## src/rtl/mp_add_pkg.sv

```systemverilog
// Shared types and constants for the multi-precision add sequencer.
// One word_t is the native width of the Brent-Kung adder.
package mp_add_pkg;

  localparam int WORD_W    = 64;
  localparam int MAX_WORDS = 16;

  typedef logic [WORD_W-1:0] word_t;

  typedef enum logic [1:0] {
    IDLE,
    RUN,
    DRAIN
  } state_t;

endpackage

```

## src/rtl/brent_kung_adder.sv

```systemverilog
// Parallel-prefix (Brent-Kung) adder with carry in and carry out.
// WIDTH must be a power of two.
module brent_kung_adder #(
  parameter int WIDTH = 64
) (
  input  logic [WIDTH-1:0] A,
  input  logic [WIDTH-1:0] B,
  input  logic             Cin,
  output logic [WIDTH-1:0] Sum,
  output logic             Cout
);

  always_comb begin
    logic [WIDTH-1:0] p;
    logic [WIDTH-1:0] gg;
    logic [WIDTH-1:0] pp;
    logic [WIDTH-1:0] c;
    p  = A ^ B;
    gg = A & B;
    pp = p;
    // up-sweep builds prefixes at 2^k-1, down-sweep fills the rest
    for (int d = 1; d < WIDTH; d = d * 2) begin
      for (int i = 2 * d - 1; i < WIDTH; i = i + 2 * d) begin
        gg[i] = gg[i] | (pp[i] & gg[i-d]);
        pp[i] = pp[i] & pp[i-d];
      end
    end
    for (int d = WIDTH / 4; d >= 1; d = d / 2) begin
      for (int i = 3 * d - 1; i < WIDTH; i = i + 2 * d) begin
        gg[i] = gg[i] | (pp[i] & gg[i-d]);
        pp[i] = pp[i] & pp[i-d];
      end
    end
    c[0] = Cin;
    for (int i = 1; i < WIDTH; i++) begin
      c[i] = gg[i-1] | (pp[i-1] & Cin);
    end
    Sum  = p ^ c;
    Cout = gg[WIDTH-1] | (pp[WIDTH-1] & Cin);
  end

endmodule

```

## src/rtl/mp_add_sequencer.sv

```systemverilog
// Multi-precision add/subtract sequencer: one word per cycle,
// carry chained through a register, registered result stream.
module mp_add_sequencer #(
  parameter int WIDTH     = 64,
  parameter int MAX_WORDS = 16,
  parameter int LEN_W     = 4
) (
  input  logic             clk,
  input  logic             rst,
  input  logic             start,
  input  logic [LEN_W-1:0] len_m1,
  input  logic             sub,
  output logic             busy,
  output logic             done,
  input  logic             op_valid,
  output logic             op_ready,
  input  logic [WIDTH-1:0] op_a,
  input  logic [WIDTH-1:0] op_b,
  output logic             res_valid,
  input  logic             res_ready,
  output logic [WIDTH-1:0] res_sum,
  output logic             res_last,
  output logic             carry_out
);
  import mp_add_pkg::*;

  state_t           state;
  state_t           nxt;
  logic [LEN_W-1:0] cnt;
  logic [LEN_W-1:0] len_q;
  logic [LEN_W-1:0] len_in;
  logic             sub_q;
  logic             carry_reg;
  logic             hs;
  logic             last;
  logic             out_hs;
  logic             cout;
  logic [WIDTH-1:0] b_in;
  logic [WIDTH-1:0] sum;

  assign len_in = (32'(len_m1) > 32'(MAX_WORDS - 1)) ?
                  LEN_W'(MAX_WORDS - 1) : len_m1;

  assign hs     = op_valid && op_ready;
  assign last   = (cnt == len_q);
  assign out_hs = res_valid && res_ready;
  assign b_in   = sub_q ? ~op_b : op_b;

  brent_kung_adder #(
    .WIDTH(WIDTH)
  ) u_add (
    .A   (op_a),
    .B   (b_in),
    .Cin (carry_reg),
    .Sum (sum),
    .Cout(cout)
  );

  always_comb begin
    nxt      = state;
    busy     = 1'b0;
    op_ready = 1'b0;
    unique case (state)
      IDLE: begin
        if (start) nxt = RUN;
      end
      RUN: begin
        busy     = 1'b1;
        op_ready = !res_valid || res_ready;
        if (hs && last) nxt = DRAIN;
      end
      DRAIN: begin
        busy = 1'b1;
        if (out_hs) nxt = IDLE;
      end
      default: nxt = IDLE;
    endcase
  end

  always_ff @(posedge clk or posedge rst) begin
    if (rst) state <= IDLE;
    else     state <= nxt;
  end

  always_ff @(posedge clk or posedge rst) begin
    if (rst) begin
      done      <= 1'b0;
      len_q     <= '0;
      sub_q     <= 1'b0;
      carry_reg <= 1'b0;
      cnt       <= '0;
      res_valid <= 1'b0;
      res_sum   <= '0;
      res_last  <= 1'b0;
      carry_out <= 1'b0;
    end else begin
      done <= (state == DRAIN) && out_hs;
      // subtraction is A + ~B + 1, so the chain seeds with sub
      if (state == IDLE && start) begin
        len_q     <= len_in;
        sub_q     <= sub;
        carry_reg <= sub;
        cnt       <= '0;
      end
      if (hs) begin
        res_sum   <= sum;
        res_last  <= last;
        res_valid <= 1'b1;
        carry_reg <= cout;
        cnt       <= cnt + 1'b1;
        if (last) carry_out <= cout;
      end else if (res_ready) begin
        res_valid <= 1'b0;
      end
    end
  end

endmodule
```

## config.mk

```make
export PLATFORM = sky130hd
export DESIGN_NAME = mp_add_sequencer
export DESIGN_NICKNAME = d
export VERILOG_FILES = /design/src/rtl/mp_add_pkg.sv /design/src/rtl/brent_kung_adder.sv /design/src/rtl/mp_add_sequencer.sv
export SDC_FILE = /design/constraint.sdc
export NUM_CORES = 1
export LEC_CHECK = 0
export ABC_AREA = 1
export CORE_MARGIN = 3
export CORE_UTILIZATION = 30
export DETAILED_ROUTE_END_ITERATION = 16
export MAX_ROUTING_LAYER = met4
export PLACE_DENSITY = 0.53
export SETUP_SLACK_MARGIN = 0.5
export SKIP_CTS_REPAIR_TIMING = 1
export SLEW_MARGIN = 20
export SYNTH_ARGS = -nofsm -noshare
export SYNTH_HDL_FRONTEND = slang
export SYNTH_SLANG_ARGS = --single-unit
```

## constraint.sdc

```tcl
create_clock -name clk -period 6.45 [get_ports clk]
set_input_delay 1.29 -clock clk [delete_from_list [all_inputs] [get_ports clk]]
set_output_delay 1.29 -clock clk [all_outputs]
set_load 0.01 [all_outputs]
```

==> results of run 1 <==
[power groups by stage]
| stage | Sequential, mW | Combinational [mW] | Clock, mW |
|---|---|---|---|
| floorplan | 0.956 | 1.76 | 0 |
| global placement | 0.939 | 2.70 | 0 |
| detailed placement | 0.944 | 2.70 | 0 |
| CTS | 0.941 | 2.72 | 0.532 |
| global route | 0.970 | 3.05 | 0.548 |
| finish | 0.932 | 2.67 | 0.514 |
[path summary, 6_finish.rpt]
check | start | depth (start not counted) | end
max | res_ready | 4 | op_ready
min | carry_out$_DFFE_PP0P_ | 2 | carry_out$_DFFE_PP0P_
min in group asynchronous | rst | 2 | res_sum[5]$_DFFE_PP0P_
max reg2reg | sub_q$_DFFE_PP0P_ | 14 | res_sum[59]$_DFFE_PP0P_
max in group asynchronous | rst | 3 | sub_q$_DFFE_PP0P_
min reg2reg | carry_out$_DFFE_PP0P_ | 2 | carry_out$_DFFE_PP0P_
[cell type report]
class                   instances  area, um^2
diodes                          1        2.50
multi-input cells             658        4130
flip-flops and latches         80        2010
clock inverters                 7        58.8
fillers                      2212       12100
inverters                      98         369
well taps                     275         344
repair buffers                211        2100
clock buffers                   9         225
[critical path, stage by stage]
cell	delay, ns
clkdlybuf4s50_1	0.50
inv_1	0.06
a21oi_1	0.25
clkdlybuf4s50_1	0.59
[logic make-up after synthesis]
group	count (synthesis)	synth area share (%)
AND/OR/NAND/NOR	365	25.0
buffers and inverters	120	6.94
AO/OA/AOI/OAI	117	10.1
XOR/XNOR	105	14.0
flip-flops	80	30.4
adder cells (fa/ha/maj)	71	13.6
[per-layer routing]
metal	routed length (um)	global-route usage (%)
met3	1010	3.26
met2	8400	25.1
met1	9110	21.9
met4	299	4.67
met5	0	-
[placed cells by master, fill, tap and decap left out, drive strengths merged]
cell type	instances
a211oi	1
a21o	4
a21oi	38
a31o	1
a31oi	1
and2	1
and3	1
buf	4
clkbuf	9
clkdlybuf4s50	207
clkinv	1
clkinvlp	2
dfrtp	80
diode	1
fa	1
ha	70
inv	102
nand2	254
nand3	61
nand3b	1
nand4	6
nor2	27
nor3	6
nor4	2
o211ai	1
o21a	1
o21ai	58
o21bai	9
o31ai	3
or2	5
or3	1
xnor2	25
xor2	80
==> impl_metrics.ini, run 1 <==
[finish]
top_regs = res_sum (64), cnt (4), len_q (4)
fin_nets = 1267
area_delta_synth_final_pct = 40.4
utilization_pct = 43.4
stdcell_count = 1339
largest_reg_flops = 64
postLayoutCellArea_um2 = 9230
layout-drive-gt1-share_pct = 6.96
top_register = res_sum

[floorplan]
start_util_pct = 30.9
fp-row-count = 53
coreArea_um2 = 21300
die_y_um = 154
dieWidth_um = 154
ioPinCount = 208
die_area_um2 = 23700

[drt]
ant_nets = 0
dr_total_vias = 5985
drt-total-wl_um = 18800
drcViolationCount = 0
drt_iter0_drc = 210
viasPerCell = 4.47
drtPass1Iterations = 4
wl_per_cell_um = 14.1

[global_routing]
first_global_vias = 6026
grt_pass1_wl_um = 30800
grt_util_all_layers_pct = 16.4
antenna_found_initial = 0
grt_max_degree = 63
gr-total-overflow = 0

[synthesis]
syn_area_per_cell_um2 = 7.67
ys_top_cells_by_area = dfrtp_1, nand2_1, ha_1, xor2_1, inv_1
synth.most_common_cell = nand2_1
synth_cells = 858
synth_area_um2 = 6580
synth.top_cells.by_count = nand2_1, inv_1, dfrtp_1, xor2_1, ha_1
yosysTopAreaCellShare_pct = 30.4
ys_warn_count = 0
yosysUniqueCellTypes = 45
ys_ff_latch = 80
yosys.area.top_type = dfrtp_1
seq_area_frac_synth_pct = 30.4
synth_flop_cell = dfrtp_1
synth_nets = 1067
ys_async_sr_fraction_pct = 100
synth_edf_count = 0

[run_status]
outcome = completed

[clock_tree]
clock_sinks = 80
clock_latency_ns = 0.35
clockBufferDepth = 2
cts_tree = done
clkTransAtPathRegs_ns = 0.07
htree_levels = 3
cts_buffers = 9
cts_root_buffer = clkbuf_16

[power_and_ir_drop]
p_sw_mw = 1.88
swShare_pct = 45.5
powerDensity_nw_per_um2 = 446
p_leak_nw = 4.55
p_seq_share_pct = 22.6
vdd.ir_drop.worst_mv = 0.158
internal-power_mw = 2.24
clkPwrFrac_pct = 12.5
power_mw = 4.12
p_comb_share_pct = 64.9

[critical_path]
worst_setup_path_end_kind = output port
cp_data_arrival_time_ns = 2.70
cp.required_ns = 5.16
worstPathMaxFanout = 3
setup.worst_path.start_class = primary input
rrSetupSlack_ns = 2.70
path_class = primary input to output port

[sta]
setup_viol = 0
hold_violations = 0
min_period_ns = 3.99
holdWs_ns = 0.482
rsz0062_at_grt = false
min_period_over_period_pct = 61.8
relSlewSlack_pct = 48.7
setup_slack_ns = 2.46
drv_slew = 0
fin_skew_ns = 0.00925
worstMarginPinSlew_ns = 0.769
fmaxAchievable_mhz = 251
fin_setup_tns_ns = 0

[placed_design]
hpwl_um = 14600
placed_area_um2 = 8950
numPortBuffers = 207
dp_cells = 1322
place_ws_ns = 2.35
gp_congestion = 0.837

[min_path]
hold_class = register to register

[flow_run]
maxCapViolations = 0
Note: power is estimated with default switching activity, not from simulation.
==> run 2: changes to the inputs <==
Settings changed: PLACE_DENSITY 0.53 to 0.55.
Clock period 6.45 ns to 3.4 ns, I/O delays scaled along.
==> impl_metrics.ini, run 2 (synthesis gave the netlist of run 1 again) <==
[sta]
setup_slack_ns = 0.367
min_period_ns = 3.03
min_period_over_period_pct = 89.2
relSlewSlack_pct = 64.8
setup_viol = 0
hold_violations = 0
rsz0062_at_grt = true
fmaxAchievable_mhz = 330
worstMarginPinSlew_ns = 0.527
fin_skew_ns = 0.00890
drv_slew = 0

[placed_design]
gp_congestion = 0.801
numPortBuffers = 207
placed_area_um2 = 9070
dp_cells = 1331
place_ws_ns = -0.0327
hpwl_um = 14400

[critical_path]
reg2reg_to = res_sum[63]$_DFFE_PP0P_
critical_path_buf_inv_count = 3
worstPathMaxFanout = 5
cp_slowest_cell = dfrtp_4
setup.worst_path.start_class = register
rrSetupSlack_ns = 0.37
cp_data_arrival_time_ns = 3.28
reg2reg_from = sub_q$_DFFE_PP0P_
crit_family = simple AND/OR/NAND/NOR gates
reg2regPathDepth = 20
cp_slowest_stage_delay_ns = 0.54
path_class = register to register
worst_setup_path_end_kind = register
crit_chain = buf_12 -> clkbuf_16 -> xor2_2 -> ha_2 -> nand4_4 -> or2_4 -> nor2_4 -> nand3_4 -> nand2_2 -> inv_2 -> nand3_4 -> nand3_4 -> nand2_4 -> nand2_4 -> nand2_4 -> nand2_2 -> nand2_1 -> nand2_1 -> nand3_1 -> nand2_1
cp.required_ns = 3.64

[finish]
top_register = res_sum
area_delta_synth_final_pct = 55.9
fin_nets = 1307
n_antenna_cell = 0
stdcell_count = 1378
largest_reg_flops = 64
top_regs = res_sum (64), cnt (4), len_q (4)
layout-drive-gt1-share_pct = 18.0
postLayoutCellArea_um2 = 10300
final_cell_mix = clkdlybuf4s50_1, nand2_1, inv_1
final_common_cell = clkdlybuf4s50_1

[global_routing]
antenna_found_initial = 0
grt_max_degree = 113
gr-total-overflow = 0
first_global_vias = 5952
grt_pass1_wl_um = 30100
grt_util_all_layers_pct = 16.1

[drt]
drtPass1Iterations = 5
dr_total_vias = 6217
drcViolationCount = 0
drt-total-wl_um = 19900
viasPerCell = 4.51
wl_per_cell_um = 14.5
ant_nets = 0
drt_iter0_drc = 227

[power_and_ir_drop]
powerDensity_nw_per_um2 = 893
power_mw = 9.15
p_leak_nw = 5.00
vdd.ir_drop.worst_mv = 0.329

[floorplan]
die_area_um2 = 23700
coreArea_um2 = 21300
fp-row-count = 53
die_y_um = 154
dieWidth_um = 154
ioPinCount = 208
start_util_pct = 30.9

[min_path]
hold_end = res_sum[58]$_DFFE_PP0P_
worstHoldPathCells = 2
hold_path_startpoint = res_sum[58]$_DFFE_PP0P_
hold_class = register to register

[clock_tree]
clock_latency_ns = 0.35
cts_root_buffer = clkbuf_16
clockBufferDepth = 2
cts_tree = done
htree_levels = 3
clkTransAtPathRegs_ns = 0.07
clock_sinks = 80
cts_buffers = 9

[flow_run]
maxCapViolations = 0

[run_status]
outcome = completed
-- run 2: worst max-delay path by stage --
stage	start	cells after the start	end
after floorplan	sub_q$_DFFE_PP0P_	23	res_sum[27]$_DFFE_PP0P_
after global routing	sub_q$_DFFE_PP0P_	20	res_sum[63]$_DFFE_PP0P_
after CTS	sub_q$_DFFE_PP0P_	18	res_sum[59]$_DFFE_PP0P_
after detailed placement	op_b[10]	18	res_sum[59]$_DFFE_PP0P_
after global placement	op_b[10]	18	res_sum[59]$_DFFE_PP0P_
final	sub_q$_DFFE_PP0P_	20	res_sum[63]$_DFFE_PP0P_
-- run 2: area by class of cell --
cell class | count | area [um^2]
fill | 2050 | 11000
clock inverter | 7 | 113
multi-input combinational | 658 | 4610
clock buffer | 9 | 225
tap | 275 | 344
sequential | 80 | 2010
timing repair buffer | 251 | 2580
inverter | 98 | 375
-- run 2: where the power goes --
group | internal, mW | total [mW] | switching, mW
Sequential | 1.40 | 1.69 | 0.293
Combinational | 3.04 | 6.34 | 3.30
Clock | 0.660 | 1.12 | 0.464
-- run 2: per-layer routing --
layer | vias up | GRT usage (%) | wire length (um) | part of all wire (%)
li1 | 3245 | - | - | -
met4 | 0 | 2.86 | 144 | 0.72
met1 | 2816 | 20.8 | 9210 | 46
met3 | 13 | 4.39 | 1110 | 5.6
met5 | - | - | 0 | 0
met2 | 143 | 25.6 | 9460 | 47
-- run 2: per-stage QoR --
step	hold slack (ns)	util (%)	setup TNS, ns
3_3_place_gp	0.465	42.6	-0.00403
6_report	0.477	48.2	0
5_1_grt	0.508	48.2	0
4_1_cts	0.484	44.2	0
3_5_place_dp	0.464	42.6	-0.0327
2_1_floorplan	0.468	-	0
-- run 2: tightest hold or removal path: stages (launching register included) --
cell and delay, ns:
dfrtp_1 0.34, nand2_1 0.05, nand2_1 0.06
